### src/rtl/swc_rtu_pkg.sv
// Shared types, default parameters and helpers for the RTU response queue.
package swc_rtu_pkg;

    localparam int c_num_ports      = 7;
    localparam int c_prio_width     = 3;
    localparam int c_depth          = 4;
    localparam int c_filter_drop    = 1;
    localparam int c_max_ports      = 32;
    localparam int c_max_prio_width = 8;
    localparam int c_drop_cnt_width = 16;

    // Widths are the legal maxima; users keep only the low N / W bits.
    typedef struct packed {
        logic [c_max_ports-1:0]      mask;
        logic                        drop;
        logic [c_max_prio_width-1:0] prio;
    } t_rtu_rsp;

    // Ceiling log2, usable in constant expressions.
    function automatic int f_log2(input int value);
        int result;
        result = 0;
        for (int i = 0; i < 31; i++) begin
            if ((1 << i) < value) begin
                result = i + 1;
            end
        end
        return result;
    endfunction

endpackage

### src/rtl/swc_rtu_rsp_queue_if.sv
// RTU-side and core-side response signals of the per-port response queue.
interface swc_rtu_rsp_queue_if
    import swc_rtu_pkg::*;
#(
    parameter int g_num_ports   = c_num_ports,
    parameter int g_prio_width  = c_prio_width,
    parameter int g_depth       = c_depth,
    parameter int g_filter_drop = c_filter_drop
);
    localparam int c_occ_width = f_log2(g_depth) + 1;

    logic [g_num_ports-1:0]                  rtu_rsp_valid_i;
    logic [g_num_ports-1:0]                  rtu_rsp_ack_o;
    logic [g_num_ports*g_num_ports-1:0]      rtu_dst_port_mask_i;
    logic [g_num_ports-1:0]                  rtu_drop_i;
    logic [g_num_ports*g_prio_width-1:0]     rtu_prio_i;
    logic [g_num_ports-1:0]                  core_rsp_valid_o;
    logic [g_num_ports-1:0]                  core_rsp_ack_i;
    logic [g_num_ports*g_num_ports-1:0]      core_dst_port_mask_o;
    logic [g_num_ports-1:0]                  core_drop_o;
    logic [g_num_ports*g_prio_width-1:0]     core_prio_o;
    logic [g_num_ports*c_occ_width-1:0]      occupancy_o;
    logic [g_num_ports*c_drop_cnt_width-1:0] drop_cnt_o;

    modport slave (
        input  rtu_rsp_valid_i, rtu_dst_port_mask_i, rtu_drop_i, rtu_prio_i, core_rsp_ack_i,
        output rtu_rsp_ack_o, core_rsp_valid_o, core_dst_port_mask_o, core_drop_o,
               core_prio_o, occupancy_o, drop_cnt_o
    );

    modport master (
        output rtu_rsp_valid_i, rtu_dst_port_mask_i, rtu_drop_i, rtu_prio_i, core_rsp_ack_i,
        input  rtu_rsp_ack_o, core_rsp_valid_o, core_dst_port_mask_o, core_drop_o,
               core_prio_o, occupancy_o, drop_cnt_o
    );

endinterface

### src/rtl/swc_rtu_rsp_queue_fifo.sv
// Single-port first-word-fall-through FIFO with registered occupancy.
module swc_rtu_rsp_fifo
    import swc_rtu_pkg::*;
#(
    parameter int g_width = 8,
    parameter int g_depth = c_depth
) (
    input  logic                        clk_i,
    input  logic                        rst_n_i,
    input  logic                        wr_i,
    input  logic [g_width-1:0]          wr_data_i,
    input  logic                        rd_i,
    output logic [g_width-1:0]          rd_data_o,
    output logic                        valid_o,
    output logic                        full_o,
    output logic [f_log2(g_depth):0]    occupancy_o
);
    localparam int c_ptr_width = f_log2(g_depth);

    logic [g_width-1:0]     mem [g_depth];
    logic [c_ptr_width-1:0] wr_ptr;
    logic [c_ptr_width-1:0] rd_ptr;
    logic [c_ptr_width-1:0] rd_addr;
    logic [c_ptr_width:0]   count;
    logic                   do_wr;
    logic                   do_rd;

    assign full_o      = (count == (c_ptr_width + 1)'(g_depth));
    assign valid_o     = (count != '0);
    assign occupancy_o = count;
    assign do_wr       = wr_i & ~full_o;
    assign do_rd       = rd_i & valid_o;

    // NOTE: state registers use non-blocking assignments so every flop samples pre-edge values.
    always_ff @(posedge clk_i or negedge rst_n_i) begin
        if (!rst_n_i) begin
            wr_ptr <= '0;
            rd_ptr <= '0;
            count  <= '0;
        end else begin
            if (do_wr) wr_ptr <= wr_ptr + 1'b1;
            if (do_rd) rd_ptr <= rd_ptr + 1'b1;
            case ({do_wr, do_rd})
                2'b10:   count <= count + 1'b1;
                2'b01:   count <= count - 1'b1;
                default: count <= count;
            endcase
        end
    end

    // NOTE: storage has no reset; clearing the pointers and count already discards every entry.
    always_ff @(posedge clk_i) begin
        if (do_wr) mem[wr_ptr] <= wr_data_i;
    end

    // Empty queue keeps presenting the slot consumed last.
    assign rd_addr   = valid_o ? rd_ptr : rd_ptr - 1'b1;
    assign rd_data_o = mem[rd_addr];

endmodule

### src/rtl/swc_rtu_rsp_queue.sv
// Per-port RTU response queues with optional absorption and counting of drop responses.
module swc_rtu_rsp_queue
    import swc_rtu_pkg::*;
#(
    parameter int g_num_ports   = c_num_ports,
    parameter int g_prio_width  = c_prio_width,
    parameter int g_depth       = c_depth,
    parameter int g_filter_drop = c_filter_drop
) (
    input  logic               clk_i,
    input  logic               rst_n_i,
    swc_rtu_rsp_queue_if.slave bus
);
    localparam int c_occ_width   = f_log2(g_depth) + 1;
    localparam int c_entry_width = g_num_ports + 1 + g_prio_width;

    logic [g_num_ports-1:0] full;
    logic [g_num_ports-1:0] absorb;
    logic [g_num_ports-1:0] wr;

    assign absorb = (g_filter_drop != 0) ? bus.rtu_drop_i : '0;

    // Registered full reads 0 during reset, so reset gates the ack explicitly.
    assign bus.rtu_rsp_ack_o = {g_num_ports{rst_n_i}} & bus.rtu_rsp_valid_i & (~full | absorb);
    assign wr                = bus.rtu_rsp_ack_o & ~absorb;

    for (genvar i = 0; i < g_num_ports; i++) begin : g_port
        logic [c_entry_width-1:0]    wr_data;
        logic [c_entry_width-1:0]    rd_data;
        logic [c_occ_width-1:0]      occupancy;
        logic [c_drop_cnt_width-1:0] drop_cnt;

        assign wr_data = {bus.rtu_dst_port_mask_i[i*g_num_ports +: g_num_ports],
                          bus.rtu_drop_i[i],
                          bus.rtu_prio_i[i*g_prio_width +: g_prio_width]};

        swc_rtu_rsp_fifo #(
            .g_width (c_entry_width),
            .g_depth (g_depth)
        ) u_fifo (
            .clk_i       (clk_i),
            .rst_n_i     (rst_n_i),
            .wr_i        (wr[i]),
            .wr_data_i   (wr_data),
            .rd_i        (bus.core_rsp_ack_i[i]),
            .rd_data_o   (rd_data),
            .valid_o     (bus.core_rsp_valid_o[i]),
            .full_o      (full[i]),
            .occupancy_o (occupancy)
        );

        assign {bus.core_dst_port_mask_o[i*g_num_ports +: g_num_ports],
                bus.core_drop_o[i],
                bus.core_prio_o[i*g_prio_width +: g_prio_width]} = rd_data;
        assign bus.occupancy_o[i*c_occ_width +: c_occ_width]           = occupancy;
        assign bus.drop_cnt_o[i*c_drop_cnt_width +: c_drop_cnt_width]  = drop_cnt;

        // Saturating count of accepted-and-absorbed drop responses.
        always_ff @(posedge clk_i or negedge rst_n_i) begin
            if (!rst_n_i) begin
                drop_cnt <= '0;
            end else if (bus.rtu_rsp_ack_o[i] && absorb[i] && (drop_cnt != '1)) begin
                drop_cnt <= drop_cnt + 1'b1;
            end
        end
    end

endmodule

### src/flat_wrapper.sv
// flat-port wrapper written by rule: the top's interface ports become plain ports
module swc_rtu_rsp_queue_flat import swc_rtu_pkg::*;
#(
    parameter int g_num_ports   = c_num_ports,
    parameter int g_prio_width  = c_prio_width,
    parameter int g_depth       = c_depth,
    parameter int g_filter_drop = c_filter_drop
)
  (clk_i, rst_n_i, bus_rtu_rsp_valid_i, bus_rtu_dst_port_mask_i, bus_rtu_drop_i, bus_rtu_prio_i, bus_core_rsp_ack_i, bus_rtu_rsp_ack_o, bus_core_rsp_valid_o, bus_core_dst_port_mask_o, bus_core_drop_o, bus_core_prio_o, bus_occupancy_o, bus_drop_cnt_o);
  swc_rtu_rsp_queue_if #(.g_num_ports(g_num_ports), .g_prio_width(g_prio_width), .g_depth(g_depth), .g_filter_drop(g_filter_drop)) bus_i ();
  input  logic clk_i;
  input  logic rst_n_i;
  input wire logic [$bits(bus_i.rtu_rsp_valid_i)-1:0] bus_rtu_rsp_valid_i;
  input wire logic [$bits(bus_i.rtu_dst_port_mask_i)-1:0] bus_rtu_dst_port_mask_i;
  input wire logic [$bits(bus_i.rtu_drop_i)-1:0] bus_rtu_drop_i;
  input wire logic [$bits(bus_i.rtu_prio_i)-1:0] bus_rtu_prio_i;
  input wire logic [$bits(bus_i.core_rsp_ack_i)-1:0] bus_core_rsp_ack_i;
  output wire logic [$bits(bus_i.rtu_rsp_ack_o)-1:0] bus_rtu_rsp_ack_o;
  output wire logic [$bits(bus_i.core_rsp_valid_o)-1:0] bus_core_rsp_valid_o;
  output wire logic [$bits(bus_i.core_dst_port_mask_o)-1:0] bus_core_dst_port_mask_o;
  output wire logic [$bits(bus_i.core_drop_o)-1:0] bus_core_drop_o;
  output wire logic [$bits(bus_i.core_prio_o)-1:0] bus_core_prio_o;
  output wire logic [$bits(bus_i.occupancy_o)-1:0] bus_occupancy_o;
  output wire logic [$bits(bus_i.drop_cnt_o)-1:0] bus_drop_cnt_o;
  assign bus_i.rtu_rsp_valid_i = bus_rtu_rsp_valid_i;
  assign bus_i.rtu_dst_port_mask_i = bus_rtu_dst_port_mask_i;
  assign bus_i.rtu_drop_i = bus_rtu_drop_i;
  assign bus_i.rtu_prio_i = bus_rtu_prio_i;
  assign bus_i.core_rsp_ack_i = bus_core_rsp_ack_i;
  assign bus_rtu_rsp_ack_o = bus_i.rtu_rsp_ack_o;
  assign bus_core_rsp_valid_o = bus_i.core_rsp_valid_o;
  assign bus_core_dst_port_mask_o = bus_i.core_dst_port_mask_o;
  assign bus_core_drop_o = bus_i.core_drop_o;
  assign bus_core_prio_o = bus_i.core_prio_o;
  assign bus_occupancy_o = bus_i.occupancy_o;
  assign bus_drop_cnt_o = bus_i.drop_cnt_o;
  swc_rtu_rsp_queue #(.g_num_ports(g_num_ports), .g_prio_width(g_prio_width), .g_depth(g_depth), .g_filter_drop(g_filter_drop)) u_core (.clk_i(clk_i), .rst_n_i(rst_n_i), .bus(bus_i));
endmodule
### config.mk
export PLATFORM = sky130hd
export DESIGN_NAME = swc_rtu_rsp_queue_flat
export DESIGN_NICKNAME = d
export VERILOG_FILES = /design/src/rtl/swc_rtu_pkg.sv /design/src/rtl/swc_rtu_rsp_queue_if.sv /design/src/rtl/swc_rtu_rsp_queue_fifo.sv /design/src/rtl/swc_rtu_rsp_queue.sv /design/src/flat_wrapper.sv
export SDC_FILE = /design/constraint.sdc
export NUM_CORES = 1
export LEC_CHECK = 0
export CAP_MARGIN = 20
export CORE_ASPECT_RATIO = 1.4
export CORE_MARGIN = 8
export CORE_UTILIZATION = 55
export DETAILED_ROUTE_END_ITERATION = 12
export PLACE_DENSITY = 0.81
export REMOVE_ABC_BUFFERS = 1
export SLEW_MARGIN = 20
export SYNTH_ARGS = -nofsm -noshare
export SYNTH_HDL_FRONTEND = slang
export SYNTH_HIERARCHICAL = 1
export SYNTH_SLANG_ARGS = --single-unit
### constraint.sdc
create_clock -name clk_i -period 6.8 [get_ports clk_i]
set_clock_uncertainty 0.05 [all_clocks]
set_input_delay 1.02 -clock clk_i [delete_from_list [all_inputs] [get_ports clk_i]]
set_output_delay 1.02 -clock clk_i [all_outputs]
set_load 0.005 [all_outputs]
==> summary.md <==
| Metric | Value |
|---|---|
| Arrival time worst endpoint | 3.30 ns |
| # setup viols final | 0 |
| CP endpoint kind | output pin |
| Met2 routed WL | 27900 um |
| RR Startpoint | u_core/g_port[6].u_fifo/occupancy_o[0]$_DFFE_PN0P_ |
| Fmax | 229 MHz |
| Largest net degree at the start of global routing | 87 |
| Residual DRC | 0 |
| # resized after CTS | 0 |
| Post-Route M1 WL | 20100 um |
| Vias in the first global route | 15900 |
| Hold Vio Cnt, Final | 0 |
| Tmin final | 4.37 ns |
| Max_slew headroom | 25.1% |
| Top Layer Used | met4 |
| H-tree Lvls | 2 |
| Clock slew at reported path FFs | 0.06 ns |
| DIE AREA | 0.0480 mm2 |
| Synth Area per Inst | 12.8 um2 |
| Num Clock Sinks | 469 |
| Area growth, synth to finish | 21.4% |
| GP Congestion | 0.849 |
| Met3 wire length | 3930 um |
| Routed WL | 53800 um |
| Crit Path Max Fanout | 26 |
| Worst vdd ir | 0.000367 V |
| MaxCap Viol Count | 0 |
| Ant diodes | 0 |
| EDFF count, synth | 308 |
| Die Ht | 256 um |
| Post-layout util | 67.2% |
| Final nets | 2207 |
| Hold Buf Count CTS | 0 |
| GRT Resource Usage Total | 21.8% |
| # rows | 88 |
| 1st-pass router iterations | 5 |
| CTS tree | yes |
| Commonest cells after routing, fill and taps aside | clkdlybuf4s50_1 (315), edfxtp_1 (308), nor2_1 (292), dfrtp_1 (155), a21oi_1 (90) |
| Commonest non-fill, non-tap cell in the layout | clkdlybuf4s50_1 |
| Status | finished, final reports clean |
| Vias per cell | 5.80 |
| Root Driver | clkbuf_16 |
| Flop-to-flop setup slack | 3.70 ns |
| Worst-Margin Slew | 1.12 ns |
| Leakage | 10.6 nW |
| Antenna-violating nets left | 0 |
| Skew-Pair Late Insertion Delay | 0.55 ns |
| Syn Inst Count | 1771 |
| Initial antenna violation count | 0 |
| First-pass GRT wire length | 85000 um |
| Hold Crit Class | reg2reg |
| Clock buffer depth | 3 |
| Fin Setup TNS | 0 ns |
| DP HPWL | 38100 um |
| Fin. max-slew vios | 0 |
| Layout cells sized above 1 | 9.33% |
| R2R Path End | u_core/g_port[6].u_fifo/occupancy_o[1]$_DFFE_PN0P_ |
| Sequential share of the synthesized area | 58.7% |
| Crit path kind | reg2out |
| Post-CTS Setup Bufs | 0 |
| Initial Util | 55.4% |
| Die Span X | 187 um |
| Wire per inst | 20.4 um |
| Req. time, crit path | 5.73 ns |
| RSZ-0062 raised after global routing | no |
| Synth unique cells | 69 |
| Flops & latches, synth | 469 |
| Async set-reset flop share out of synthesis | 34.3% |
| Origin of the worst min-delay path | u_core/g_port[1].drop_cnt[15]$_DFFE_PN0P_ |
| Min-Delay Endpoint | u_core/g_port[1].drop_cnt[15]$_DFFE_PN0P_ |
| Post-synth top flop | edfxtp_1 |
| Core footprint | 0.0408 mm2 |
| CTS Buf Count | 45 |
| Hold path depth | 1 |
| Synth Warn # | 6 |
| Grt ovf | 0 |
| Register-to-Register Path Depth | 7 |
| Vias | 15300 |
| Final period util | 64.3% |
| Synthesized cell area | 0.0226 mm2 |
| # IOs | 317 |
| Drt initial violations | 951 |
| Worst setup SP type | register |
| Pwr dens | 390 mW/mm2 |
| Port bufs | 316 |
-- synth_stat cells (all sizes together) (3+ instances only) --
master  instances  area [um2]
o21ai          44         220
a21oi          90         450
ha             42         526
nand4b          4        35.0
nand2          60         225
nor3           47         334
nor2b          13        83.8
a22oi           6        45.0
o311a           6        67.6
o22a            6        52.6
mux2i          80         801
nor4           18         170
and2           37         231
nor3b          19         148
a211oi         22         165
inv            74         278
and4           13         114
fa              7         140
a31oi           4        25.0
dfrtp         161        4030
nand4          37         275
buf            54         367
mux4           60        1350
and3           27         169
edfxtp        308        9250
mux2           17         199
clkbuf         19        71.3
nand3          36         198
xor2           84         736
nor2          293        1100
a41oi           3        26.3
nor4b           5        43.8
xnor2          54         473
-- per-stage QoR --
step,instance area (um2),worst slack [ns],power [mW],std cells,hold WS [ns]
finish,27500,2.43,10.7,2641,0.446
CTS,27500,2.36,10.8,2641,0.453
floorplan,22200,3.64,6.20,1698,0.432
global route,27500,2.19,11.3,2641,0.483
detailed placement,26100,2.98,8.40,2558,0.438
global placement,26100,3.06,8.21,2558,0.432
-- state kept, by name, indices dropped and copies added, names as in the netlist --
signal / cells
u_core/g_port.u_fifo/wr_ptr: 14
u_core/g_port.drop_cnt: 112
u_core/g_port.u_fifo/rd_ptr: 14
u_core/g_port.u_fifo/mem: 308
u_core/g_port.u_fifo/occupancy_o: 21
-- layout make-up --
type                            instances  area [um2]
Clock buffer                           54        1170
Clock inverter                         29         230
Fill cell                            2874       13400
Inverter                               74         278
Multi-Input combinational cell       1155        8630
Sequential cell                       469       13300
Tap cell                              540         676
Timing Repair Buffer                  320        3200
-- worst max-delay path: stages (launching register included) --
cell	delay, ns
dfrtp_1	0.44
nor3_4	0.82
inv_2	0.42
nor2_1	0.22
mux4_2	0.27
a21oi_1	0.06
clkdlybuf4s50_1	0.52
-- kinds of logic after synthesis --
| group | count (synthesis) | share of synthesized area, % |
|---|---|---|
| buffers and inverters | 147 | 3.16 |
| DFF | 469 | 58.7 |
| xor gates and xnor gates | 138 | 5.34 |
| and+or+nand+nor | 620 | 14.3 |
| muxes | 157 | 10.4 |
| adders and majority gates | 49 | 2.94 |
| AOI/OAI and AO/OA | 191 | 5.19 |
-- report_power, final --
part           total (mW)  switching, mW  internal, mW
clock                2.38           1.04          1.34
combinational        4.16           1.85          2.31
sequential           4.17          0.752          3.42
total                10.7           3.64          7.07
-- layer usage --
| metal | vias to the layer above | track usage [%] |
|---|---|---|
| li1 | 7028 | - |
| met1 | 7553 | 25.6 |
| met2 | 622 | 38.3 |
| met3 | 110 | 5.23 |
| met4 | 0 | 8.38 |
| met5 | - | 0 |
-- worst max path at each step --
stage                                                      endpoint  slack, ns                                               start
after global placement    u_core/g_port[6].drop_cnt[15]$_DFFE_PN0P_       3.06                                             rst_n_i
after CTS                               bus_core_dst_port_mask_o[0]       2.36  u_core/g_port[0].u_fifo/occupancy_o[2]$_DFFE_PN0P_
after detailed placement                bus_core_dst_port_mask_o[0]       2.98  u_core/g_port[0].u_fifo/occupancy_o[0]$_DFFE_PN0P_
final                                           bus_core_prio_o[20]       2.43  u_core/g_port[6].u_fifo/occupancy_o[0]$_DFFE_PN0P_
after floorplan                        bus_core_dst_port_mask_o[15]       3.64       u_core/g_port[2].u_fifo/rd_ptr[1]$_DFFE_PN0P_
after global routing                   bus_core_dst_port_mask_o[31]       2.19  u_core/g_port[4].u_fifo/occupancy_o[0]$_DFFE_PN0P_
No activity file was read; power rests on OpenSTA's default activity.
